`config.mk`:
```
export PLATFORM = sky130hd
export DESIGN_NAME = fetch_stage
export DESIGN_NICKNAME = d
export VERILOG_FILES = /design/src/rtl/fetch_stage.sv
export SDC_FILE = /design/constraint.sdc
export NUM_CORES = 1
export LEC_CHECK = 0
export CAP_MARGIN = 20
export CORE_MARGIN = 2
export CORE_UTILIZATION = 40
export DETAILED_ROUTE_END_ITERATION = 7
export PLACE_DENSITY = 0.77
export SYNTH_ARGS = -nofsm -noshare
export SYNTH_HDL_FRONTEND = slang
export SYNTH_SLANG_ARGS = --single-unit
```
`constraint.sdc`:
```
create_clock -name clk -period 1.65 [get_ports clk]
set_input_delay 0.2475 -clock clk [delete_from_list [all_inputs] [get_ports clk]]
set_output_delay 0.2475 -clock clk [all_outputs]
set_load 0.01 [all_outputs]
```
`src/rtl/fetch_stage.sv`:
```
// rtl/fetch_stage.sv - MIPS F stage: PC, imem request/response handshake, F/D register (FETCH_ADEL_EN adds fetch address check)
module fetch_stage #(
    parameter logic [31:0] RESET_PC = 32'h0000_3000,
    parameter logic [31:0] IM_LO    = 32'h0000_3000,
    parameter logic [31:0] IM_HI    = 32'h0000_6FFC
) (
    input  logic        clk,
    input  logic        reset,
    input  logic [31:0] pc_next,
    input  logic        stall,
    input  logic        flush,
    input  logic [31:0] flush_pc,
    output logic        im_req,
    output logic [31:0] im_addr,
    input  logic        im_rvalid,
    input  logic [31:0] im_rdata,
    output logic [31:0] F_pc,
    output logic        f_wait,
    output logic [31:0] D_pc,
    output logic [31:0] D_instr,
    output logic        D_valid,
    output logic [4:0]  D_exc_code
);

`ifdef FETCH_ADEL_EN
    localparam bit ADEL_EN = 1'b1;
`else
    localparam bit ADEL_EN = 1'b0;
`endif

    localparam logic [4:0] EXC_ADEL = 5'd4;

    typedef enum logic [1:0] {S_ISSUE, S_WAIT, S_HOLD, S_DROP} state_t;

    state_t      state;
    logic [31:0] hold_buf;
    logic        adel_pend;
    logic [4:0]  d_exc_q;

    logic        avail;
    logic        fire;
    logic [31:0] src;
    logic        issue_ok;
    logic        next_ok;

    function automatic logic addr_ok(input logic [31:0] a);
        return !ADEL_EN || ((a[1:0] == 2'b00) && (a >= IM_LO) && (a <= IM_HI));
    endfunction

    always_comb begin
        avail    = ((state == S_WAIT) && im_rvalid) || (state == S_HOLD);
        src      = (state == S_HOLD) ? hold_buf : im_rdata;
        fire     = avail && !stall && !flush;
        issue_ok = addr_ok(F_pc);
        next_ok  = addr_ok(pc_next);
        f_wait   = !avail;
        // A flush cycle never issues, so a redirect cannot leave a stale request in flight.
        im_req   = !flush && (((state == S_ISSUE) && issue_ok) || (fire && next_ok));
        im_addr  = (state == S_ISSUE) ? F_pc : pc_next;
    end

    assign D_exc_code = ADEL_EN ? d_exc_q : 5'd0;

    always_ff @(posedge clk) begin
        if (reset) begin
            state     <= S_ISSUE;
            F_pc      <= RESET_PC;
            hold_buf  <= 32'h0;
            adel_pend <= 1'b0;
            D_pc      <= RESET_PC;
            D_instr   <= 32'h0;
            D_valid   <= 1'b0;
            d_exc_q   <= 5'd0;
        end else if (flush) begin
            F_pc      <= flush_pc;
            D_pc      <= flush_pc;
            D_instr   <= 32'h0;
            D_valid   <= 1'b0;
            d_exc_q   <= 5'd0;
            hold_buf  <= 32'h0;
            adel_pend <= 1'b0;
            // A response still owed by memory must be swallowed before re-issuing.
            if (((state == S_WAIT) || (state == S_DROP)) && !im_rvalid)
                state <= S_DROP;
            else
                state <= S_ISSUE;
        end else if (fire) begin
            D_instr   <= src;
            D_pc      <= F_pc;
            D_valid   <= 1'b1;
            d_exc_q   <= adel_pend ? EXC_ADEL : 5'd0;
            F_pc      <= pc_next;
            if (next_ok) begin
                adel_pend <= 1'b0;
                state     <= S_WAIT;
            end else begin
                hold_buf  <= 32'h0;
                adel_pend <= 1'b1;
                state     <= S_HOLD;
            end
        end else begin
            case (state)
                S_ISSUE: begin
                    if (issue_ok) begin
                        state <= S_WAIT;
                    end else begin
                        hold_buf  <= 32'h0;
                        adel_pend <= 1'b1;
                        state     <= S_HOLD;
                    end
                end
                S_WAIT: begin
                    if (im_rvalid) begin
                        hold_buf <= im_rdata;
                        state    <= S_HOLD;
                    end
                end
                S_HOLD:  state <= S_HOLD;
                S_DROP: begin
                    if (im_rvalid)
                        state <= S_ISSUE;
                end
                default: state <= S_ISSUE;
            endcase
        end
    end

endmodule
```
==> summary.md <==
| Metric | Value |
|---|---|
| GRT Util Overall | `29.1%` |
| Logic pwr share | `between 30% and 40%` |
| Syn Std Cell Area | `0.00612 sq mm` |
| Die Height | `about 130 um` |
| Hold Buf Count CTS | `0` |
| Hpwl dp | `13200 um` |
| Final Power | `roughly 10 mW` |
| CP Capture Type | `output port` |
| Die W | `128 um` |
| CTS tree | `built` |
| Met2 Routed Length | `~12000 um` |
| WP data arrival | `1710 ps` |
| Clock power share | `approximately a third` |
| Worst Max-Slew Pin Slew | `around 500 ps` |
| Net Sw Frac | `roughly 29%` |
| Proportion of layout cells with a drive suffix above 1 | `between 20% and 30%` |
| Initial Util | `a little over 40%` |
| Number of cell rows | `45` |
| Sequential-to-total area share from yosys stat | `a little over two fifths` |
| H-tree depth | `4` |
| Antenna-violating nets left | `0` |
| Design area | `roughly 0.011 sq mm` |
| DR iter-0 viols | `555` |
| Mux contribution to synthesized area | `roughly 11%` |
| Synth top area cells | `dfxtp_1, o311a_1, a21oi_1` |
| Synth Area in Simple Gates | `9.81%` |
| Cell taking the most area after synthesis | `dfxtp_1` |
| Drt drc | `0` |
| Fmax achieved | `between 500 and 600 MHz` |
| Static leakage | `approximately 4.4 nW` |
| Final Non-Filler Cells | `around 1200` |
| Distinct cells, synth | `36` |
| Vias per Instance | `approximately 5.8` |
| Xor and xnor area share after synthesis | `0%` |
| Pint | `around 7.4 mW` |
| Final Hold Fails | `0` |
| Violated checks | `negative setup slack` |
| Compound-Gate Fraction of Synth Area | `roughly a quarter` |
| Cell area after placement | `0.00900 sq mm` |
| Area of the die | `roughly 0.016 sq mm` |
| Synth Area in Adders | `less than 1%` |
| Reg power frac | `33.3%` |
| Max-slew violation count | `0` |
| Worst Clk Skew | `~5.3 ps` |
| Initial antenna violation count | `0` |
| Clk pin slew, worst setup/hold paths | `50 ps` |
| Vias | `approximately 6800` |
| Area Growth Syn to Fin | `77.3%` |
| Status | `finished with violations` |
| Metal3 WL | `about 2000 um` |
| Worst EP required | `1400 ps` |
| RSZ-0062 raised after global routing | `yes` |
| Setup TNS | `-20630 ps` |
| Total Nets Final | `roughly 1100` |
| Fill cells | `~1000` |
| Final Worst Setup Slack | `-306 ps` |
| Total grt overflow | `0` |
| Crit path time final | `between 1500 and 2000 ps` |
| Post-synth ARST share | `0%` |
| Routed Wire Length | `roughly 25000 um` |
| Flops & latches, synth | `131` |
| Largest net degree at the start of global routing | `76` |
| Core box area | `about 0.015 sq mm` |
| Met1 WL | `around 9800 um` |
| Worst Setup Start Kind | `flop` |
| Critical path class | `reg2out` |
| Final Cycle Share | `119%` |
| Synth Flop Type | `dfxtp_1` |
| Ys Warns | `0` |
| Top Metal Used | `met4` |
| Placed cells | `between 1000 and 1500` |
| Worst vdd ir | `roughly 0.7 mV` |
| Number of max-cap violations | `0` |
| NetSw | `slightly above 3 mW` |
| Origin of the worst setup path | `state[1]` |
| Post-synth top area share | `between 40 and 50%` |
| First-pass GRT wire length | `between 30000 and 40000 um` |
| Main combinational cell family by area after synthesis | `compound AO/OA/AOI/OAI gates` |
| Setup-failing EPs final | `130` |
| Number of synthesized flops with an enable pin | `0` |
| Routed len/inst | `about 21 um` |
| Min-delay worst type | `in2reg` |
| Max Root-Sink Buffers | `2` |
| Worst Path Max Fanout | `3` |
| RD Place Congestion | `0.863` |
| Relative slew slack | `about 66%` |
| Origin of the worst min-delay path | `flush` |
| Clock Latency Late Sink | `about 420 ps` |
| Drt first pass iters | `5` |
| Diode count | `0` |
| Clk sinks | `about 130` |
| Number of top-level pins | `around 240` |
| Vias in the first global route | `between 6000 and 7000` |
| Avg Inst Size Synth | `about 8.9 sq um` |
| I/O Buffers | `roughly 230` |
| CTS Buf Count | `17` |
| Cells after synthesis | `between 600 and 700` |
| Root buf cell | `clkbuf_16` |
| Reg-to-reg startpoint | `state[1]` |
| PwrDens | `between 900 and 1000 mW/mm^2` |
| Final Util | `between 70 and 80%` |
==> registers in the layout, indices dropped and copies added, names as in the netlist <==
name and count:
D_instr 32, D_pc 32, D_valid 1, F_pc 32
hold_buf 32, state 2
==> cell families (layout without fill, tap and decap cells) <==
| group | Yosys count | after routing |
|---|---|---|
| AOI/OAI and AO/OA | 233 | 233 |
| other | 1 | 5 |
| and+or+nand+nor | 142 | 142 |
| adders and majority gates | 4 | 4 |
| DFF | 131 | 131 |
| muxes | 64 | 64 |
| buffers and inverters | 111 | 410 |
==> repair_timing <==
| action | 4_1_cts | 5_1_grt |
|---|---|---|
| resized for setup | 305 | 44 |
| setup buffers | 23 | 6 |
| gates cloned | 16 | 3 |
| pin swaps | 15 | 7 |
| setup endpoints to repair | 111 | 139 |
==> cell type report <==
type	instances	area [sq um]	area share [%]
inverter	36	140	1.29
timing repair buffer	343	3870	35.7
clock inverter	4	22.5	0.207
tap	188	235	2.17
sequential	131	2630	24.2
clock buffer	27	513	4.73
multi-input combinational	448	3450	31.7
==> per-stage QoR <==
stage               hold slack (ps)  setup WS [ps]
global route                    330           -342
global placement                441           -252
detailed placement              446           -283
CTS                             301           -388
floorplan                       383           38.8
finish                          321           -306
==> cell usage after synthesis (4+ instances only) <==
master / instances
buf_1: 5
mux2i_1: 32
buf_2: 33
o311a_1: 60
o21ai_0: 30
nand3_1: 30
a211oi_1: 29
a211oi_2: 7
nand2_1: 66
buf_6: 4
nor2_1: 32
clkbuf_1: 23
a21oi_1: 97
mux2_2: 32
dfxtp_1: 131
nor3_1: 8
inv_1: 34
ha_1: 4
buf_4: 10
==> placed cells by master (no fill, tap or decap), drive strengths merged <==
master / netlist / routed
or2: 1 / 1
or3: 2 / 2
a2111o: 1 / 1
o21ba: 1 / 1
clkinvlp: 0 / 1
a21o: 1 / 1
inv: 36 / 36
buf: 52 / 145
nor2: 33 / 33
mux2i: 32 / 32
dlymetal6s2s: 0 / 8
conb: 1 / 5
a211oi: 36 / 36
ha: 4 / 4
mux2: 32 / 32
clkinv: 0 / 3
o21ai: 30 / 30
dlygate4sd2: 0 / 1
a211o: 1 / 1
nand3: 30 / 30
a21oi: 97 / 97
nand2b: 1 / 1
clkdlybuf4s50: 0 / 187
and3: 1 / 1
o311a: 60 / 60
nand2: 66 / 66
nor3: 8 / 8
o211a: 1 / 1
o211ai: 2 / 2
a31oi: 2 / 2
a311oi: 1 / 1
dfxtp: 131 / 131
clkbuf: 23 / 29
==> critical path, stage by stage (launching register included) <==
cell	delay, ps
dfxtp_2	330
inv_2	50
buf_4	130
ha_4	160
a211o_1	330
and3_4	170
buf_6	120
==> worst paths after layout <==
path,endpoint,slack [ps],cells after the start
worst max-delay path,im_req,-310,6
worst min-delay path,F_pc[12],320,3
worst max register to register,D_pc[25],-180,10
worst min register to register,hold_buf[23],450,2
==> power by group through the flow <==
stage	combinational (mW)	sequential (mW)	clock [mW]
after floorplan	1.12	3.59	0
after global placement	2.46	3.53	0
after detailed placement	2.49	3.53	0
after CTS	3.44	3.48	3.48
after global routing	3.68	3.50	3.64
final	3.53	3.48	3.45
==> routing by layer <==
| metal | vias to the layer above | track usage, % |
|---|---|---|
| met5 | - | 0 |
| met4 | 0 | 16.2 |
| met3 | 70 | 5.84 |
| met2 | 369 | 48.5 |
| met1 | 3296 | 35.4 |
| li1 | 3087 | - |
No activity file was read; power rests on OpenSTA's default activity.
